$ cat src/rtl/fir_drv_pkg.sv
// Shared defaults, state encoding and sizing helpers for the FIR frame driver.
package fir_drv_pkg;
    localparam int DEF_DATA_W   = 8;
    localparam int DEF_NUM_SAMP = 8;
    localparam int DEF_NUM_TAPS = 8;
    localparam int DEF_TIMEOUT  = 256;

    typedef enum logic [1:0] {IDLE, RUN, DONE} drv_state_t;

    // Width able to hold every value 0..n inclusive, so terminal counts fit.
    function automatic int cnt_width(input int n);
        return (n < 1) ? 1 : $clog2(n + 1);
    endfunction

    localparam int DEF_CNT_W = cnt_width(DEF_NUM_SAMP);
endpackage

$ cat src/rtl/drv_tx_serializer.sv
// Holds the captured frame and streams it sample by sample into the filter's din_rsc port.
module drv_tx_serializer
    import fir_drv_pkg::*;
#(
    parameter int DATA_W   = DEF_DATA_W,
    parameter int NUM_SAMP = DEF_NUM_SAMP
) (
    input  logic                       clk,
    input  logic                       rst,
    input  logic                       load,
    input  logic                       run,
    input  logic [NUM_SAMP*DATA_W-1:0] frame_in,
    input  logic                       din_rsc_rdy,
    output logic [DATA_W-1:0]          din_rsc_dat,
    output logic                       din_rsc_vld,
    output logic                       tx_fire,
    output logic                       tx_done
);
    localparam int CNT_W = cnt_width(NUM_SAMP);

    logic [NUM_SAMP*DATA_W-1:0] frame_q;
    logic [CNT_W-1:0]           tx_cnt_q;

    // The frame shifts down one sample per transfer, so the current sample is always the low slot.
    always_ff @(posedge clk or negedge rst) begin
        if (!rst) begin
            frame_q  <= '0;
            tx_cnt_q <= '0;
        end else if (load) begin
            frame_q  <= frame_in;
            tx_cnt_q <= '0;
        end else if (tx_fire) begin
            frame_q  <= frame_q >> DATA_W;
            tx_cnt_q <= tx_cnt_q + CNT_W'(1);
        end
    end

    assign tx_done     = (tx_cnt_q == CNT_W'(NUM_SAMP));
    assign din_rsc_vld = run && !tx_done;
    assign din_rsc_dat = din_rsc_vld ? frame_q[DATA_W-1:0] : '0;
    assign tx_fire     = din_rsc_vld && din_rsc_rdy;
endmodule

$ cat src/rtl/fir_frame_driver.sv
// Frame-level driver for the streaming FIR: captures a frame, feeds the filter and collects its results.
module fir_frame_driver
    import fir_drv_pkg::*;
#(
    parameter int DATA_W   = DEF_DATA_W,
    parameter int NUM_SAMP = DEF_NUM_SAMP,
    parameter int NUM_TAPS = DEF_NUM_TAPS,
    parameter int TIMEOUT  = DEF_TIMEOUT
) (
    input  logic                       clk,
    input  logic                       rst,
    input  logic                       start,
    input  logic [NUM_SAMP*DATA_W-1:0] frame_in,
    input  logic [NUM_TAPS*DATA_W-1:0] coeff_in,
    output logic                       busy,
    output logic                       done,
    output logic                       err,
    output logic [NUM_SAMP*DATA_W-1:0] frame_out,
    output logic [NUM_TAPS*DATA_W-1:0] coeffs,
    output logic [DATA_W-1:0]          din_rsc_dat,
    output logic                       din_rsc_vld,
    input  logic                       din_rsc_rdy,
    input  logic [DATA_W-1:0]          dout_rsc_dat,
    input  logic                       dout_rsc_vld,
    output logic                       dout_rsc_rdy
);
    localparam int CNT_W = cnt_width(NUM_SAMP);
    localparam int WD_W  = cnt_width(TIMEOUT);

    drv_state_t                 state_q, state_d;
    logic [CNT_W-1:0]           rx_cnt_q;
    logic [WD_W-1:0]            wdog_q;
    logic                       err_q;
    logic [NUM_TAPS*DATA_W-1:0] coeffs_q;
    logic [NUM_SAMP*DATA_W-1:0] frame_out_q;

    logic accept, run, rx_fire, rx_last, tx_fire, tx_done, idle_cyc, timeout;
    logic unused_tx_done;

    assign accept   = (state_q == IDLE) && start;
    assign run      = (state_q == RUN);
    assign dout_rsc_rdy = run && (rx_cnt_q < CNT_W'(NUM_SAMP));
    assign rx_fire  = dout_rsc_vld && dout_rsc_rdy;
    assign rx_last  = rx_fire && (rx_cnt_q == CNT_W'(NUM_SAMP - 1));
    assign idle_cyc = run && !tx_fire && !rx_fire;
    assign timeout  = idle_cyc && (wdog_q == WD_W'(TIMEOUT - 1));
    assign unused_tx_done = tx_done;

    drv_tx_serializer #(
        .DATA_W   (DATA_W),
        .NUM_SAMP (NUM_SAMP)
    ) u_tx (
        .clk         (clk),
        .rst         (rst),
        .load        (accept),
        .run         (run),
        .frame_in    (frame_in),
        .din_rsc_rdy (din_rsc_rdy),
        .din_rsc_dat (din_rsc_dat),
        .din_rsc_vld (din_rsc_vld),
        .tx_fire     (tx_fire),
        .tx_done     (tx_done)
    );

    always_ff @(posedge clk or negedge rst) begin
        if (!rst) state_q <= IDLE;
        else      state_q <= state_d;
    end

    always_comb begin
        state_d = state_q;
        case (state_q)
            IDLE:    if (start) state_d = RUN;
            RUN: begin
                if (rx_last)      state_d = DONE;
                else if (timeout) state_d = IDLE;
            end
            DONE:    state_d = IDLE;
            default: state_d = IDLE;
        endcase
    end

    // Results land in the slot named by rx_cnt; the watchdog only advances on RUN cycles with no traffic.
    always_ff @(posedge clk or negedge rst) begin
        if (!rst) begin
            rx_cnt_q    <= '0;
            wdog_q      <= '0;
            err_q       <= 1'b0;
            coeffs_q    <= '0;
            frame_out_q <= '0;
        end else if (accept) begin
            rx_cnt_q    <= '0;
            wdog_q      <= '0;
            err_q       <= 1'b0;
            coeffs_q    <= coeff_in;
            frame_out_q <= '0;
        end else begin
            for (int k = 0; k < NUM_SAMP; k++) begin
                if (rx_fire && rx_cnt_q == CNT_W'(k))
                    frame_out_q[k*DATA_W +: DATA_W] <= dout_rsc_dat;
            end
            if (rx_fire) rx_cnt_q <= rx_cnt_q + CNT_W'(1);
            wdog_q <= idle_cyc ? wdog_q + WD_W'(1) : '0;
            if (timeout) err_q <= 1'b1;
        end
    end

    assign busy      = (state_q != IDLE);
    assign done      = (state_q == DONE);
    assign err       = err_q;
    assign coeffs    = coeffs_q;
    assign frame_out = frame_out_q;
endmodule

$ cat config.mk
export PLATFORM = sky130hd
export DESIGN_NAME = fir_frame_driver
export DESIGN_NICKNAME = d
export VERILOG_FILES = /design/src/rtl/fir_drv_pkg.sv /design/src/rtl/drv_tx_serializer.sv /design/src/rtl/fir_frame_driver.sv
export SDC_FILE = /design/constraint.sdc
export NUM_CORES = 1
export LEC_CHECK = 0
export CAP_MARGIN = 0
export CORE_MARGIN = 4
export CORE_UTILIZATION = 35
export DETAILED_ROUTE_END_ITERATION = 8
export PLACE_DENSITY = 0.73
export SYNTH_ARGS = -nofsm -noshare
export SYNTH_HDL_FRONTEND = slang
export SYNTH_SLANG_ARGS = --single-unit
$ cat constraint.sdc
create_clock -name clk -period 1.8 [get_ports clk]
set_input_delay 0.45 -clock clk [delete_from_list [all_inputs] [get_ports clk]]
set_output_delay 0.45 -clock clk [all_outputs]
set_load 0.01 [all_outputs]
==> report_table.html, run 1 <==
<table>
<tr><th>Metric</th><th>Value</th></tr>
<tr><th colspan="2">CTS</th></tr>
<tr><td>CTS tree</td><td>yes</td></tr>
<tr><td>Clk buf depth</td><td>3</td></tr>
<tr><td>Clock slew at the register clock pins of the worst setup and hold paths</td><td>60 ps</td></tr>
<tr><td>Source-to-sink clock delay at the later pin of the worst-skew pair</td><td>500 ps</td></tr>
<tr><td>CTS HTree Levels</td><td>1</td></tr>
<tr><td>Clk sink count</td><td>212</td></tr>
<tr><td>Number of buffers inserted during clock tree synthesis</td><td>23</td></tr>
<tr><td>Root Buffer Master</td><td>sky130_fd_sc_hd__clkbuf_16</td></tr>
<tr><th colspan="2">Route</th></tr>
<tr><td>Detailed-route wire length</td><td>28.9 mm</td></tr>
<tr><td>Pre-Repair DR Iteration Count</td><td>6</td></tr>
<tr><td>Drt via density</td><td>5.07</td></tr>
<tr><td>Iteration-0 DRC count of the detailed router</td><td>~740</td></tr>
<tr><td>Vias after detailed routing</td><td>approximately 8.5k</td></tr>
<tr><td>Remaining DRCs</td><td>0</td></tr>
<tr><td>Wire length per cell after detailed routing</td><td>17.3 µm</td></tr>
<tr><td>Antenna-violating nets left</td><td>0</td></tr>
<tr><th colspan="2">STA</th></tr>
<tr><td>Final TNS setup</td><td>-3030 ps</td></tr>
<tr><td>RSZ-0062 raised after global routing</td><td>true</td></tr>
<tr><td>Actual slew at the worst max-slew pin</td><td>461 ps</td></tr>
<tr><td>Headroom to the max-slew limit</td><td>0.691</td></tr>
<tr><td>Period utilization</td><td>1.21</td></tr>
<tr><td>Final setup violation count</td><td>11</td></tr>
<tr><td>Final count of pins violating max slew</td><td>0</td></tr>
<tr><td>Largest clock skew in the final design</td><td>~17 ps</td></tr>
<tr><td>Final setup slack of the worst path</td><td>-373 ps</td></tr>
<tr><td>Hold Vio Cnt, Final</td><td>0</td></tr>
<tr><td>Final min period</td><td>roughly 2200 ps</td></tr>
<tr><td>Highest clock rate</td><td>0.460 GHz</td></tr>
<tr><th colspan="2">Flow run</th></tr>
<tr><td>Maximum Capacitance Violations</td><td>0</td></tr>
<tr><th colspan="2">Logic synthesis</th></tr>
<tr><td>Cell area after synthesis</td><td>9330 µm²</td></tr>
<tr><td>Yosys reg bits</td><td>212</td></tr>
<tr><td>Post-Syn Nets</td><td>~1.2k</td></tr>
<tr><td>Synth top area share</td><td>0.569</td></tr>
<tr><td>Cell types occupying the most area after synthesis</td><td>sky130_fd_sc_hd__dfrtp_1 57%, sky130_fd_sc_hd__nand2_1 11%, sky130_fd_sc_hd__o21ai_0 6.7%, sky130_fd_sc_hd__a21oi_1 3.8%, sky130_fd_sc_hd__nand3_1 3.8%</td></tr>
<tr><td>Post-Synthesis Mean Instance Area</td><td>9.06 µm²</td></tr>
<tr><td>Register area share after synthesis</td><td>0.569</td></tr>
<tr><td>Synth warn</td><td>0</td></tr>
<tr><td>Distinct cell type count of the synthesized netlist</td><td>38</td></tr>
<tr><td>Cell accounting for the most synthesized area</td><td>sky130_fd_sc_hd__dfrtp_1</td></tr>
<tr><td>Gate count of the mapped netlist</td><td>1,030</td></tr>
<tr><th colspan="2">Cells and area</th></tr>
<tr><td>Nets</td><td>1,473</td></tr>
<tr><td>Commonest non-fill, non-tap cells in the layout</td><td>264 x sky130_fd_sc_hd__nand2_1, 212 x sky130_fd_sc_hd__dfrtp_1, 139 x sky130_fd_sc_hd__clkdlybuf4s50_1</td></tr>
<tr><td>Most common cell after layout, fill and taps aside</td><td>sky130_fd_sc_hd__nand2_1</td></tr>
<tr><td>ANT cells</td><td>0</td></tr>
<tr><td>Relative area change from synthesis to final layout</td><td>46.2%</td></tr>
<tr><td>Fraction of layout instances using a drive strength above 1</td><td>0.118</td></tr>
<tr><td>Total of fill cells in the finished design</td><td>2,402</td></tr>
<tr><td>Finished Layout Cells</td><td>approximately 1.7k</td></tr>
<tr><th colspan="2">Place</th></tr>
<tr><td>Number of buffer cells added on primary ports</td><td>281</td></tr>
<tr><td>Count of placed standard cells including taps</td><td>1,620</td></tr>
<tr><td>Last weighted congestion value of the routability-driven placer</td><td>0.842</td></tr>
<tr><td>DP Wirelength</td><td>~20 mm</td></tr>
<tr><th colspan="2">Global route</th></tr>
<tr><td>Wire length of the first global-routing pass</td><td>45.8 mm</td></tr>
<tr><td>Maximum number of pins on one net before global-route repair</td><td>53</td></tr>
<tr><td>Overall fraction of global-route tracks in use</td><td>0.189</td></tr>
<tr><td>Total overflow reported by the global router</td><td>0</td></tr>
<tr><td>Antenna violations before repair</td><td>1</td></tr>
<tr><td>Number of global-route vias before repair</td><td>around 9k</td></tr>
<tr><th colspan="2">Die</th></tr>
<tr><td>Boundary Pins</td><td>approximately 280</td></tr>
<tr><td>Area of the die</td><td>29,300 µm²</td></tr>
<tr><td>Die outline width</td><td>171 µm</td></tr>
<tr><td>Number of standard-cell rows in the floorplan</td><td>59</td></tr>
<tr><td>Chip height</td><td>171 µm</td></tr>
<tr><td>Initial Util</td><td>0.357</td></tr>
<tr><td>Total core area</td><td>26,100 µm²</td></tr>
<tr><th colspan="2">Worst setup path</th></tr>
<tr><td>Sort of element at the start of the critical path</td><td>flop</td></tr>
<tr><td>Maximum cell stage delay along the critical path</td><td>380 ps</td></tr>
<tr><td>Worst path top cell family by delay</td><td>buffers and inverters</td></tr>
<tr><td>Data required, critical path</td><td>1350 ps</td></tr>
<tr><td>Number of buffer and inverter stages on the critical path</td><td>4</td></tr>
<tr><td>Max Fanout on Critical Path</td><td>5</td></tr>
<tr><td>Startpoint of the most critical register-to-register path</td><td>state_q[0]</td></tr>
<tr><td>Critical Path Start</td><td>u_tx.tx_cnt_q[1]</td></tr>
<tr><td>Worst flop-to-flop path endpoint</td><td>u_tx.frame_q[28]</td></tr>
<tr><td>Setup Crit Path Kind</td><td>reg -&gt; out</td></tr>
<tr><td>Cells along the critical path</td><td>inv_2, ha_4, nand3b_1, buf_6, buf_12, and3_4, buf_6</td></tr>
<tr><td>Data arrival at the endpoint of the critical path</td><td>1720 ps</td></tr>
<tr><td>Number of cells traversed by the worst register-to-register path</td><td>6</td></tr>
<tr><td>Cell with the largest stage delay on the worst path</td><td>sky130_fd_sc_hd__dfrtp_1</td></tr>
<tr><td>Kind of end point of the critical path</td><td>primary output</td></tr>
<tr><td>Logic depth of the worst path, buffers included</td><td>7</td></tr>
<tr><td>Cell repeated most along the worst path</td><td>sky130_fd_sc_hd__buf_6</td></tr>
<tr><td>Crit path capture</td><td>din_rsc_dat[4]</td></tr>
<tr><td>Minimum setup slack among reg-to-reg paths</td><td>about 90 ps</td></tr>
<tr><th colspan="2">Power and ir drop</th></tr>
<tr><td>Pleak</td><td>6.48 nW</td></tr>
<tr><td>PnR Total Power</td><td>20.6 mW</td></tr>
<tr><td>Power density normalized to cell area</td><td>1510 nW/µm²</td></tr>
<tr><td>Highest ir drop seen on vdd</td><td>0.761 mV</td></tr>
<tr><th colspan="2">Run status</th></tr>
<tr><td>Run status</td><td>finished, violations left</td></tr>
<tr><td>Violations in the final reports</td><td>negative setup slack</td></tr>
<tr><th colspan="2">Hold path</th></tr>
<tr><td>Hold/Removal Path Class</td><td>in -&gt; async</td></tr>
</table>
[timing repair]
action                     4_1_cts  5_1_grt
gates resized for setup        215       14
buffers inserted                 8        7
setup endpoints to repair      158      131
hold endpoints to repair        39        0
hold buffers                     1        0
pin swaps                        9        1
gates cloned                     1        2
[kinds of logic (layout without fill, tap and decap cells)]
family	after synthesis	count (layout)	synth area share
XOR/XNOR	4	4	0.00376
AND/OR/NAND/NOR	446	446	0.206
multiplexers	2	2	0.00215
flip-flops	212	212	0.569
AO/OA/AOI/OAI	257	257	0.154
buffers and inverters	101	408	0.0554
adder cells (fa/ha/maj)	8	8	0.0107
[where the power goes]
part	total [mW]	internal, mW	switching, mW
Sequential	7.89	6.76	1.14
Clock	4.46	2.65	1.82
Combinational	8.19	3.90	4.29
Total	20.6	13.3	7.25
[layout make-up]
type	instances	area [µm²]	share of cell area
Tap cell	335	419	0.0307
Clock inverter	4	45.0	0.00330
Timing Repair Buffer	361	3560	0.261
Multi-Input combinational cell	717	3620	0.265
Inverter	9	33.8	0.00248
Clock buffer	34	657	0.0482
Sequential cell	212	5310	0.389
[metrics by stage]
step | hold WS (ps) | worst slack, ps | cell area (µm²) | util
5_1_grt | 466 | -436 | 13600 | 0.522
6_report | 461 | -373 | 13600 | 0.522
4_1_cts | 461 | -398 | 13500 | 0.518
3_5_place_dp | 430 | -194 | 12800 | 0.490
3_3_place_gp | 429 | -185 | 12800 | 0.490
2_1_floorplan | 154 | 39.9 | 9330 | -
[synth_stat cells (all sizes together)]
master,instances
a41oi,1
nand2,265
and3b,2
a31oi,47
o21ai,125
nand3b,2
and3,8
o211ai,1
nor3b,1
a21o,1
o221a,9
or3,3
and2,10
xnor2,2
o31ai,1
mux2i,2
o2111ai,1
inv,9
and4bb,1
clkbuf,29
nand2b,10
a21oi,71
or2b,2
or2,1
ha,8
or3b,1
nand3,71
nand4,2
xor2,2
buf,63
dfrtp,212
nand4bb,1
nor2b,6
nor2,60
[layer usage]
layer  up-vias  GRT usage  wire length (µm)
met5         -          0                13
met4         2     0.0479               710
met3        57     0.0524              2410
met2       340      0.307             13600
met1      4039      0.254             12200
li1       4047          -                 -
[worst min path at each step]
stage                       startpoint  cells past startpoint  slack (ps)            end
after floorplan                    rst                      0         150      coeffs[0]
after global placement             rst                      1         430  frame_out[19]
after detailed placement           rst                      1         430  frame_out[19]
after CTS                          rst                      2         460  frame_out[19]
after global routing      coeff_in[34]                      3         470     coeffs[34]
final                              rst                      2         460  frame_out[19]
[registers in the layout, indices dropped and copies added, names as in the netlist]
signal         cells
state_q            2
err                1
wdog_q             9
frame_out         64
u_tx.frame_q      64
coeffs            64
u_tx.tx_cnt_q      4
rx_cnt_q           4
No activity file was read; power rests on OpenSTA's default activity.
==> inputs of run 2 (changes only) <==
Settings changed: SLEW_MARGIN set to 25.
==> results of run 2 <==
Final layout, timing and power as in run 1 (identical DEF).
